## src/rtl/stk_ctx_ctrl.sv

```systemverilog
// Multi-context stack controller: ENGS_N LIFO stacks striped across BANKS_N single-port SRAM banks.
// Define STK_CTX_CTRL_SCRUB_EN to zero an engine's whole region on INV (stalls commands meanwhile).
module stk_ctx_ctrl #(
    parameter int ENGS_N  = 4,
    parameter int BANKS_N = 4,
    parameter int LINES_N = 1024,
    parameter int W       = 32,
    localparam int ENG_W  = (ENGS_N > 1) ? $clog2(ENGS_N) : 1,
    localparam int LINE_W = (LINES_N > 1) ? $clog2(LINES_N) : 1
) (
    input  logic                 clk,
    input  logic                 rst,
    input  logic                 cmd_vld,
    output logic                 cmd_rdy,
    input  logic [1:0]           cmd_opcode,
    input  logic [ENG_W-1:0]     cmd_engid,
    input  logic [W-1:0]         cmd_data,
    output logic                 rsp_vld,
    output logic [ENG_W-1:0]     rsp_engid,
    output logic [1:0]           rsp_opcode,
    output logic [W-1:0]         rsp_data,
    output logic                 rsp_err,
    output logic [ENGS_N-1:0]    eng_empty,
    output logic [ENGS_N-1:0]    eng_full,
    output logic [BANKS_N-1:0]   bank_en,
    output logic                 bank_wen,
    output logic [LINE_W-1:0]    bank_addr,
    output logic [W-1:0]         bank_wdata,
    input  logic [BANKS_N*W-1:0] bank_rdata
);
    localparam int DEPTH  = BANKS_N * LINES_N / ENGS_N;
    localparam int CNT_W  = $clog2(DEPTH + 1);
    localparam int A_W    = (BANKS_N * LINES_N > 1) ? $clog2(BANKS_N * LINES_N) : 1;
    localparam int BANK_W = $clog2(BANKS_N);
    localparam int BSEL_W = (BANKS_N > 1) ? BANK_W : 1;

    localparam logic [1:0] OP_NOP  = 2'b00;
    localparam logic [1:0] OP_PUSH = 2'b01;
    localparam logic [1:0] OP_POP  = 2'b10;
    localparam logic [1:0] OP_INV  = 2'b11;

`ifdef STK_CTX_CTRL_SCRUB_EN
    localparam int LPE   = LINES_N / ENGS_N;
    localparam int SCR_W = (LPE > 1) ? $clog2(LPE) : 1;
    typedef enum logic {ST_IDLE, ST_SCRUB} state_t;
    logic [SCR_W-1:0] scr_cnt_q, scr_cnt_d;
    logic [ENG_W-1:0] scr_eng_q, scr_eng_d;
`else
    typedef enum logic {ST_IDLE} state_t;
`endif

    state_t state_q, state_d;
    logic [CNT_W-1:0] cnt_q [ENGS_N];
    logic [CNT_W-1:0] cnt_d [ENGS_N];

    logic               s1_vld_q, s1_vld_d, s1_err_q, s1_err_d, s1_rd_q, s1_rd_d;
    logic [ENG_W-1:0]   s1_eng_q, s1_eng_d;
    logic [1:0]         s1_op_q, s1_op_d;
    logic [BSEL_W-1:0]  s1_bank_q, s1_bank_d;
    logic               rsp_vld_q, rsp_vld_d, rsp_err_q, rsp_err_d, rsp_rd_q, rsp_rd_d;
    logic [ENG_W-1:0]   rsp_eng_q, rsp_eng_d;
    logic [1:0]         rsp_op_q, rsp_op_d;
    logic [BSEL_W-1:0]  rsp_bank_q, rsp_bank_d;
    logic [BANKS_N-1:0] bank_en_q, bank_en_d;
    logic               bank_wen_q, bank_wen_d;
    logic [LINE_W-1:0]  bank_addr_q, bank_addr_d;
    logic [W-1:0]       bank_wdata_q, bank_wdata_d;

    logic               accept, is_full, is_empty;
    logic [CNT_W-1:0]   cur_cnt, slot;
    logic [A_W-1:0]     a_idx;
    logic [BSEL_W-1:0]  bank_sel;
    logic [LINE_W-1:0]  line_sel;

    assign cmd_rdy  = ~rst & (state_q == ST_IDLE);
    assign accept   = cmd_vld & cmd_rdy;
    assign cur_cnt  = cnt_q[cmd_engid];
    assign is_full  = (cur_cnt == CNT_W'(DEPTH));
    assign is_empty = (cur_cnt == '0);
    assign slot     = (cmd_opcode == OP_POP) ? cur_cnt - 1'b1 : cur_cnt;
    // Low address bits pick the bank so consecutive entries stripe across banks.
    assign a_idx    = A_W'(cmd_engid) * A_W'(DEPTH) + A_W'(slot);
    assign bank_sel = (BANKS_N > 1) ? BSEL_W'(a_idx) : '0;
    assign line_sel = LINE_W'(a_idx >> BANK_W);

    always_comb begin
        state_d      = state_q;
        cnt_d        = cnt_q;
        s1_vld_d     = 1'b0;
        s1_err_d     = 1'b0;
        s1_rd_d      = 1'b0;
        s1_eng_d     = cmd_engid;
        s1_op_d      = cmd_opcode;
        s1_bank_d    = bank_sel;
        bank_en_d    = '0;
        bank_wen_d   = 1'b0;
        bank_addr_d  = line_sel;
        bank_wdata_d = cmd_data;
        rsp_vld_d    = s1_vld_q;
        rsp_err_d    = s1_err_q;
        rsp_rd_d     = s1_rd_q;
        rsp_eng_d    = s1_eng_q;
        rsp_op_d     = s1_op_q;
        rsp_bank_d   = s1_bank_q;
`ifdef STK_CTX_CTRL_SCRUB_EN
        scr_cnt_d    = scr_cnt_q;
        scr_eng_d    = scr_eng_q;
`endif
        if (accept) begin
            case (cmd_opcode)
                OP_PUSH: begin
                    s1_vld_d = 1'b1;
                    if (is_full) begin
                        s1_err_d = 1'b1;
                    end else begin
                        bank_en_d[bank_sel] = 1'b1;
                        bank_wen_d          = 1'b1;
                        cnt_d[cmd_engid]    = cur_cnt + 1'b1;
                    end
                end
                OP_POP: begin
                    s1_vld_d = 1'b1;
                    if (is_empty) begin
                        s1_err_d = 1'b1;
                    end else begin
                        bank_en_d[bank_sel] = 1'b1;
                        s1_rd_d             = 1'b1;
                        cnt_d[cmd_engid]    = slot;
                    end
                end
                OP_INV: begin
                    cnt_d[cmd_engid] = '0;
`ifdef STK_CTX_CTRL_SCRUB_EN
                    // The response is deferred until the last scrub line is written.
                    state_d      = ST_SCRUB;
                    scr_eng_d    = cmd_engid;
                    scr_cnt_d    = '0;
                    bank_en_d    = '1;
                    bank_wen_d   = 1'b1;
                    bank_addr_d  = LINE_W'(cmd_engid) * LINE_W'(LPE);
                    bank_wdata_d = '0;
`else
                    s1_vld_d = 1'b1;
`endif
                end
                default: ;
            endcase
        end
`ifdef STK_CTX_CTRL_SCRUB_EN
        if (state_q == ST_SCRUB) begin
            if (scr_cnt_q == SCR_W'(LPE - 1)) begin
                state_d   = ST_IDLE;
                rsp_vld_d = 1'b1;
                rsp_err_d = 1'b0;
                rsp_rd_d  = 1'b0;
                rsp_eng_d = scr_eng_q;
                rsp_op_d  = OP_INV;
            end else begin
                scr_cnt_d    = scr_cnt_q + 1'b1;
                bank_en_d    = '1;
                bank_wen_d   = 1'b1;
                bank_addr_d  = LINE_W'(scr_eng_q) * LINE_W'(LPE) + LINE_W'(scr_cnt_d);
                bank_wdata_d = '0;
            end
        end
`endif
    end

    always_ff @(posedge clk) begin
        if (rst) begin
            state_q      <= ST_IDLE;
            cnt_q        <= '{default: '0};
            s1_vld_q     <= 1'b0;
            s1_err_q     <= 1'b0;
            s1_rd_q      <= 1'b0;
            s1_eng_q     <= '0;
            s1_op_q      <= OP_NOP;
            s1_bank_q    <= '0;
            rsp_vld_q    <= 1'b0;
            rsp_err_q    <= 1'b0;
            rsp_rd_q     <= 1'b0;
            rsp_eng_q    <= '0;
            rsp_op_q     <= OP_NOP;
            rsp_bank_q   <= '0;
            bank_en_q    <= '0;
            bank_wen_q   <= 1'b0;
            bank_addr_q  <= '0;
            bank_wdata_q <= '0;
`ifdef STK_CTX_CTRL_SCRUB_EN
            scr_cnt_q    <= '0;
            scr_eng_q    <= '0;
`endif
        end else begin
            state_q      <= state_d;
            cnt_q        <= cnt_d;
            s1_vld_q     <= s1_vld_d;
            s1_err_q     <= s1_err_d;
            s1_rd_q      <= s1_rd_d;
            s1_eng_q     <= s1_eng_d;
            s1_op_q      <= s1_op_d;
            s1_bank_q    <= s1_bank_d;
            rsp_vld_q    <= rsp_vld_d;
            rsp_err_q    <= rsp_err_d;
            rsp_rd_q     <= rsp_rd_d;
            rsp_eng_q    <= rsp_eng_d;
            rsp_op_q     <= rsp_op_d;
            rsp_bank_q   <= rsp_bank_d;
            bank_en_q    <= bank_en_d;
            bank_wen_q   <= bank_wen_d;
            bank_addr_q  <= bank_addr_d;
            bank_wdata_q <= bank_wdata_d;
`ifdef STK_CTX_CTRL_SCRUB_EN
            scr_cnt_q    <= scr_cnt_d;
            scr_eng_q    <= scr_eng_d;
`endif
        end
    end

    generate
        for (genvar gi = 0; gi < ENGS_N; gi++) begin : g_eng_flags
            assign eng_empty[gi] = (cnt_q[gi] == '0);
            assign eng_full[gi]  = (cnt_q[gi] == CNT_W'(DEPTH));
        end
    endgenerate

    assign rsp_vld    = rsp_vld_q;
    assign rsp_err    = rsp_err_q;
    assign rsp_engid  = rsp_eng_q;
    assign rsp_opcode = rsp_op_q;
    // Read data arrives from the SRAM in the response cycle, so it is selected combinationally.
    assign rsp_data   = rsp_rd_q ? bank_rdata[rsp_bank_q*W +: W] : '0;
    assign bank_en    = bank_en_q;
    assign bank_wen   = bank_wen_q;
    assign bank_addr  = bank_addr_q;
    assign bank_wdata = bank_wdata_q;
endmodule

```

## config.mk

```make
export PLATFORM = sky130hd
export DESIGN_NAME = stk_ctx_ctrl
export DESIGN_NICKNAME = d
export VERILOG_FILES = /design/src/rtl/stk_ctx_ctrl.sv
export SDC_FILE = /design/constraint.sdc
export NUM_CORES = 1
export LEC_CHECK = 0
export ABC_CLOCK_PERIOD_IN_PS = 5200
export CAP_MARGIN = 25
export CORE_AREA = 2 2 119 121
export DETAILED_ROUTE_END_ITERATION = 10
export DIE_AREA = 0 0 121 123
export PLACE_DENSITY = 0.81
export SYNTH_ARGS = -nofsm -noshare
export SYNTH_HDL_FRONTEND = slang
export SYNTH_SLANG_ARGS = --single-unit
```

## constraint.sdc

```tcl
create_clock -name clk -period 5.2 [get_ports clk]
set_input_delay 1.56 -clock clk [delete_from_list [all_inputs] [get_ports clk]]
set_output_delay 1.56 -clock clk [all_outputs]
set_load 0.01 [all_outputs]
```

Word level (Yosys, flattened, before mapping)
Cells that the tools add are included.
- bits in registers: 109
- output and inout port bits: 94
- word-level logic and storage cells: 82
- add/sub/neg operators: 3
- magnitude comparators: 4
- eq/ne operators: 10
- shifts and indexed selects: 1
- multiplexer cells: 23
- bitwise operators: 8
- reductions and logical operators: 13
- operator list (cell ; number):
    44-bit one-hot mux with 3 select lines ; 1
    128-bit by 8-bit indexed part select with 32-bit output ; 1
    44-bit bitwise mux ; 2
    44-bit two-way mux ; 2
    11-bit equality test, second input constant ; 5
    11-bit zero test ; 5
    44-bit bitwise AND ; 1
    11-bit two-way mux ; 4
    44-bit inverter ; 1
    32-bit two-way mux ; 1
    11-bit binary-select mux with 2-bit select ; 1
    11-bit demux with 2-bit select ; 1
    12-bit by 11-bit adder with 12-bit output ; 1
    11-bit by 1-bit adder with 11-bit output, second input constant ; 1
    11-bit by 1-bit subtractor with 11-bit output, second input constant ; 1
    3-bit OR reduction ; 3
    4-bit two-way mux ; 2
    4-bit one-hot mux with 2 select lines ; 1
    1-bit two-way mux ; 6
    2-bit equality test, second input constant ; 2
    2-bit inequality test, second input constant ; 2
    1-bit inverter ; 4
    4-bit AND reduction ; 1
    3-bit >= comparator, second input constant ; 1
    11 further kinds ; 12

Depth between registers and ports, before layout
- word-level depth: 13
- gate-level depth with buffers: 12
- mapped depth without buffers: 10

Least setup slack after synthesis
No wires, ideal clock.
- path kind: in2reg
- from: in cmd_engid[0]
- to: reg bank_addr_q[8], in the netlist bank_addr[8]
- library setup time: 0.128 ns
- arrival: 4.208 ns
- data required time: 5.072 ns
- setup slack: 0.864 ns
- stages: 11
- cells stage by stage: buf_2 buf_2 mux4_2 inv_1 ha_1 inv_1 nor4_2 nand3_1 xnor2_1 ha_1 nor2b_1
- word-level cells in the longest chain between the ends: 7
- ends and longest elaborated chain (element ; RTL line ; text):
    start, declared ; 16 ; input logic [ENG_W-1:0] cmd_engid,
    2-bit inverter with 3-bit output (not written as such) ; 77 ; assign cur_cnt = cnt_q[cmd_engid];
    11-bit binary-select mux with 2-bit select ; 77 ;
    11-bit two-way mux (not written as such) (2 in series) ; 77 ;
    11-bit by 1-bit subtractor with 11-bit output ; 80 ; assign slot = (cmd_opcode == OP_POP) ? cur_cnt - 1'b1 : cur_cnt;
    11-bit two-way mux ; 80 ;
    12-bit by 11-bit adder with 12-bit output (*) ; 82 ; assign a_idx = A_W'(cmd_engid) * A_W'(DEPTH) + A_W'(slot);
    net a_idx[10] ; 71 ; logic [A_W-1:0] a_idx;
    end signal, assigned ; 210 ; bank_addr_q <= bank_addr_d;
    end, declared ; 66 ; logic [LINE_W-1:0] bank_addr_q, bank_addr_d;
The timed path passes the listed nets; every way through them passes the cells marked *. The select of a mux whose other input is x is not followed.
A chain may end at the register's enable or synchronous reset.

Final worst setup path
- from: in bank_rdata[97]
- to: out rsp_data[1]
- word-level cells in the longest chain between the ends: 2
- ends and longest elaborated chain (element ; RTL line ; text):
    start, declared ; 29 ; input logic [BANKS_N*W-1:0] bank_rdata
    128-bit by 8-bit indexed part select with 32-bit output ; 231 ; assign rsp_data = rsp_rd_q ? bank_rdata[rsp_bank_q*W +: W] : '0;
    32-bit two-way mux ; 231 ;
    end, declared ; 21 ; output logic [W-1:0] rsp_data,
Every way passes these cells.

==> impl_results.md <==
- First-pass GRT wire length: 28290 um
- Startpoint Class: input port
- CTS H-tree lvls: 3
- Setup Skew: 0.006925 ns
- Nets: 972
- Yosys warns: 0
- Final Non-Filler Cells: 984
- Synthesized area per cell: 10.06 um2
- Cell area after synthesis: 0.005633 mm2
- Critical path's largest stage delay: 0.49 ns
- GRT Util Overall: 24.55%
- Count leader, synth: dfxtp_1
- Syn nets: 734
- Sequential share of the synthesized area: 38.74%
- Hold WS: 0.4390 ns
- Share of cells above drive strength 1: 11.58%
- Final GP Congestion: 0.9713
- Ys flop type: dfxtp_1
- Tot Pwr: 0.002026 W
- Post-synth top area share: 38.74%
- Share of total power in the clock network: 35.1%
- Die ar.: 0.01488 mm2
- Bufs and invs on worst path: 2
- Setup_tns: 0 ns
- Port bufs: 260
- Core Area: 0.01361 mm2
- Ys async rst share: 0%
- Die H: 123 um
- Detailed Place HPWL: 15000 um
- Crit-path leading delay family: buffers and inverters
- DR iter-0 viols: 496
- Synth top area cells: dfxtp_1 39%, mux4_2 18%, nor2b_1 5.3%, nor2_1 5.1%, and2_1 4.1%
- TritonCTS clock tree: done
- EDFF count, synth: 0
- Critical Path Most Common Cell: clkdlybuf4s50_1
- DR vias: 5262
- Commonest cells in the netlist: 109 x dfxtp_1, 77 x nor2_1, 48 x nor2b_1, 46 x mux4_2, 37 x and2_1
- Sw Share: 27.13%
- DRT antenna net count: 0
- Critical path, cell by cell: clkdlybuf4s50_1 -> mux4_2 -> and2_1 -> clkdlybuf4s50_1
- CTS resizes: 0
- Largest net degree at the start of global routing: 91
- Outcome: completed
- DP Area: 0.008317 mm2
- DRC: 0
- Maximum fanout along the worst path: 1
- RSZ-0062 raised after global routing: no
- Max VDD drop: 187.9 uV
- Max Cap Violations: 0
- P_leak: 3.142 nW
- Max Slew Vio Count: 0
- Setup bufs post-CTS: 0
- Post-Synthesis Cells: 560
- Post-Route WL: 19200 um
- Reg power frac: 43.7%
- Tcrit/Tclk final: 91.09%
- P&R area growth vs syn: 53.49%
- F_max: 211.1 MHz
- Cell count after placement: 967
- Via-per-instance ratio: 5.348
- Crit-path slowest cell: mux4_2
- Synth area leader: dfxtp_1
- Critical path data arrival time: 3.18 ns
- Starting Density: 41.38%
- Min-Delay Path Class: register to register
- Vias in the first global route: 5163
- Comb pwr share: 21.3%
- Max Root-Sink Buffers: 2
- Int Power: 0.001477 W
- Rel. slew slack: 35.17%
- Net Sw Power: 0.0005496 W
- Worst-Skew Late Latency: 0.36 ns
- Post-route cell area: 0.008646 mm2
- Netlist cell types: 48
- Setup Viol. Count Final: 0
- Pwr Density: 234.3 mW/mm2
- Worst setup EP type: output pin
- Die W: 121 um
- CP Data Required Time: 3.64 ns
- Clk slew on worst S/H paths: 0.07 ns
- TritonCTS Buffers: 9
- Fin. Hold Viols: 0
- Total gr overflow: 0
- Pre-antenna DRT Iters: 5
- Io pins: 261
- Avg WL per Cell: 19.51 um
- Clock root buffer: clkbuf_16
- Num rows: 43
- Fin crit period: 4.736 ns
- Worst-margin pin slew: 0.9724 ns
- Post-CTS Hold Buffers: 0
- WS Path Type: input port to output pin
- Clk sink count: 109
- Initial antenna violation count: 1
- Synth Register Bits: 109
==> worst register-to-register path, delay by kind of cell, from the launching register on <==
| family | cells | cell delay, ns |
|---|---|---|
| AND/OR/NAND/NOR | 4 | 1.41 |
| AO/OA/AOI/OAI | 2 | 0.58 |
| multiplexers | 1 | 0.54 |
| flip-flops | 1 | 0.35 |
==> kinds of logic after synthesis <==
kind of cell	after synthesis	share of synthesized area, %
AO/OA/AOI/OAI	83	9.840
XOR/XNOR	22	3.421
adder cells (fa/ha/maj)	7	1.555
buffers and inverters	54	4.709
flip-flops	109	38.74
multiplexers	53	19.64
AND/OR/NAND/NOR	232	22.10
==> path summary, 6_finish.rpt <==
| path | to | depth (start not counted) | from | slack (ns) |
|---|---|---|---|---|
| worst max-delay path | rsp_data[1] | 4 | bank_rdata[97] | 0.46 |
| worst min-delay path | rsp_rd_q$_SDFF_PP0_ | 1 | rsp_rd_d$_SDFF_PP0_ | 0.44 |
| worst max register to register | register | 7 | register | 2.22 |
| worst min register to register | rsp_rd_q$_SDFF_PP0_ | 1 | rsp_rd_d$_SDFF_PP0_ | 0.44 |
==> power by group through the flow <==
| stage | clock network, W | logic (W) | registers (W) |
|---|---|---|---|
| 6_report | 0.000711 | 0.000431 | 0.000885 |
| 5_1_grt | 0.000753 | 0.000459 | 0.000888 |
| 4_1_cts | 0.000727 | 0.000429 | 0.000885 |
| 3_5_place_dp | 0 | 0.000425 | 0.000904 |
| 3_3_place_gp | 0 | 0.000419 | 0.000903 |
| 2_1_floorplan | 0 | 0.000185 | 0.000909 |
==> metrics by stage <==
step	setup slack (ns)	util (%)
after global placement	0.4751	61.10
after CTS	0.4725	63.50
final	0.4636	63.52
after global routing	0.4277	63.52
after detailed placement	0.4078	61.10
after floorplan	0.8641	-
==> per-layer routing <==
layer	up-vias	share of wire (%)	global-route usage [%]	routed length (um)
li1	2450	-	-	-
met3	27	9.4	6.642	1805
met2	278	52	44.56	9914
met5	-	0	0	0
met1	2507	37	28.31	7067
met4	0	2.1	7.122	411
==> area by class of cell <==
type | instances | area [um2]
sequential | 109 | 2183
inverter | 12 | 45.04
clock buffer | 9 | 225.2
fill | 1071 | 4966
tap | 180 | 225.2
antenna | 1 | 2.502
timing repair buffer | 269 | 2678
clock inverter | 7 | 101.3
multi-input combinational | 397 | 3186
==> cells in the final DEF (no fill, tap or decap), types with 12 or more instances in the layout <==
master,count
a211oi_1,16
mux4_2,46
inv_1,12
nand2_1,16
and2_1,37
o21ai_0,17
a21oi_1,24
nor2_1,77
dfxtp_1,108
nor2b_1,48
clkdlybuf4s50_1,259
Note: power is estimated with default switching activity, not from simulation.
==> patch (same settings) <==
`bank_addr_q` and `bank_wdata_q` no longer have a reset.
--- a/src/rtl/stk_ctx_ctrl.sv
+++ b/src/rtl/stk_ctx_ctrl.sv
@@ -186,4 +186,2 @@
             bank_wen_q   <= 1'b0;
-            bank_addr_q  <= '0;
-            bank_wdata_q <= '0;
 `ifdef STK_CTX_CTRL_SCRUB_EN
@@ -209,4 +207,2 @@
             bank_wen_q   <= bank_wen_d;
-            bank_addr_q  <= bank_addr_d;
-            bank_wdata_q <= bank_wdata_d;
 `ifdef STK_CTX_CTRL_SCRUB_EN
@@ -216,2 +212,7 @@
         end
+    end
+
+    always_ff @(posedge clk) begin
+        bank_addr_q  <= bank_addr_d;
+        bank_wdata_q <= bank_wdata_d;
     end
Check against the original RTL: not equivalent (a bounded check fails within 4 cycles, from zero or initial values and one cycle with rst high).
==> patch against the unedited design <==
Worst setup slack lost 0.16 ns; area after synthesis fell by 7.5%; via count is 0.70% lower; sequential cell count stayed put; register-to-register slack better by 0.32 ns; final area fell by 4.1%; first-iteration DRC count decreased by 12%; wire length is 11% higher; highest routed layer unchanged; critical path depth stayed put; sequential share of layout area is 1.1 points higher; maximum frequency is 3.3% lower; power decreased by 0.39%.
==> patch: results <==
global_route:
  grt_max_degree: 33
  antenna_found_initial: 0
  use_met1: 0.329
  grt_pass1_vias: 5235
  met2_usage: 0.459
  grt_pass1_wl_mm: 30.5
  grt_use_total: 0.273
  grt_use_met3: 0.0738
pwr:
  leakage_uw: 0.00298
  ir_drop_mv: 0.173
timing:
  period_minus_slack_ns: 4.90
  finClkSkew_ns: 0.0113
  holdWs_ns: 0.442
  drv_slew: 0
  slew_headroom: 0.301
logic_synthesis:
  synthAdderAreaFrac: 0.0168
  syn_inst: 501
  ys_top_cells_by_count: "dfxtp_1, mux4_2, nor2_1"
  synth_top_family_by_area: "multiplexers"
  synth_xor_area_frac: 0.0168
  seq_area_frac_synth: 0.419
  ys_types: 46
  muxShareOfSynthArea: 0.197
  netlist_top_cells_area: "dfxtp_1, mux4_2, and2_1"
  synth_compound_area_frac: 0.130
  syn_nets: 675
critical_path:
  crit_arrival_ns: 3.34
  reg2reg_depth: 9
  r2r_slack_ns: 2.54
  cp-endpoint: "rsp_data[31]"
  crit_fanout: 1
  startpoint: "bank_rdata[127]"
clock_network:
  cts_setup_buffers: 0
  cts_root_buffer: "clkbuf_16"
  cts_resized: 0
  cts.reportedPaths.clkPinSlew_ns: 0.07
placement:
  dpl_worst_slack_ns: 0.354
  dp_hpwl_mm: 16.9
  placed_cell_area_um2: 7990
  routabilityCongestion: 1.00
drt:
  drt_iter0_markers: 435
  met1Wirelength_mm: 7.89
  highest_layer: "met4"
  via_per_inst: 5.59
  wl_met3_mm: 2.16
  wl_mm: 21.3
  wl_met2_mm: 10.4
  drt-pass1-iter-count: 5
final_layout:
  stdcell_count: 935
  antennaDiodeCount: 0
  drive_above_1_share: 0.115
  nNetsFinal: 924
outcome:
  status: "finished, final reports clean"
hold_path:
  hold_end: "rsp_bank_q[0]$_SDFF_PP0_"
  hold_start: "rsp_bank_d[0]$_SDFF_PP0_"
patch: cell types whose count changed after synthesis, moves of 5 or more:
cell,before,now
o21ai_0,17,40
nand4_1,7,2
nor2b_1,48,13
a41oi_1,0,5
a31oi_1,1,25
a22oi_1,5,0
a211oi_2,6,0
a211oi_1,16,10
nor2_1,77,41
nor4_1,5,12
a21oi_1,24,15
xor2_1,11,2
patch: where the power goes:
| part | internal [uW] | switching, uW | leakage, uW |
|---|---|---|---|
| clock | 352 | 336 | 0.000149 |
| sequential | 873 | 22.4 | 0.000898 |
| combinational | 257 | 178 | 0.00193 |
patch: critical path, cell delays in order:
cell	delay, ns
clkdlybuf4s50_1	0.54
mux4_2	0.57
and2_1	0.19
clkdlybuf4s50_1	0.48
patch: area by class of cell:
class	count	area, um^2
clock buffers	10	239
well taps	180	225
flip-flops and latches	109	2180
multi-input cells	338	2790
inverters	14	52.6
clock inverters	6	62.6
repair buffers	278	2740
fillers	1108	5320
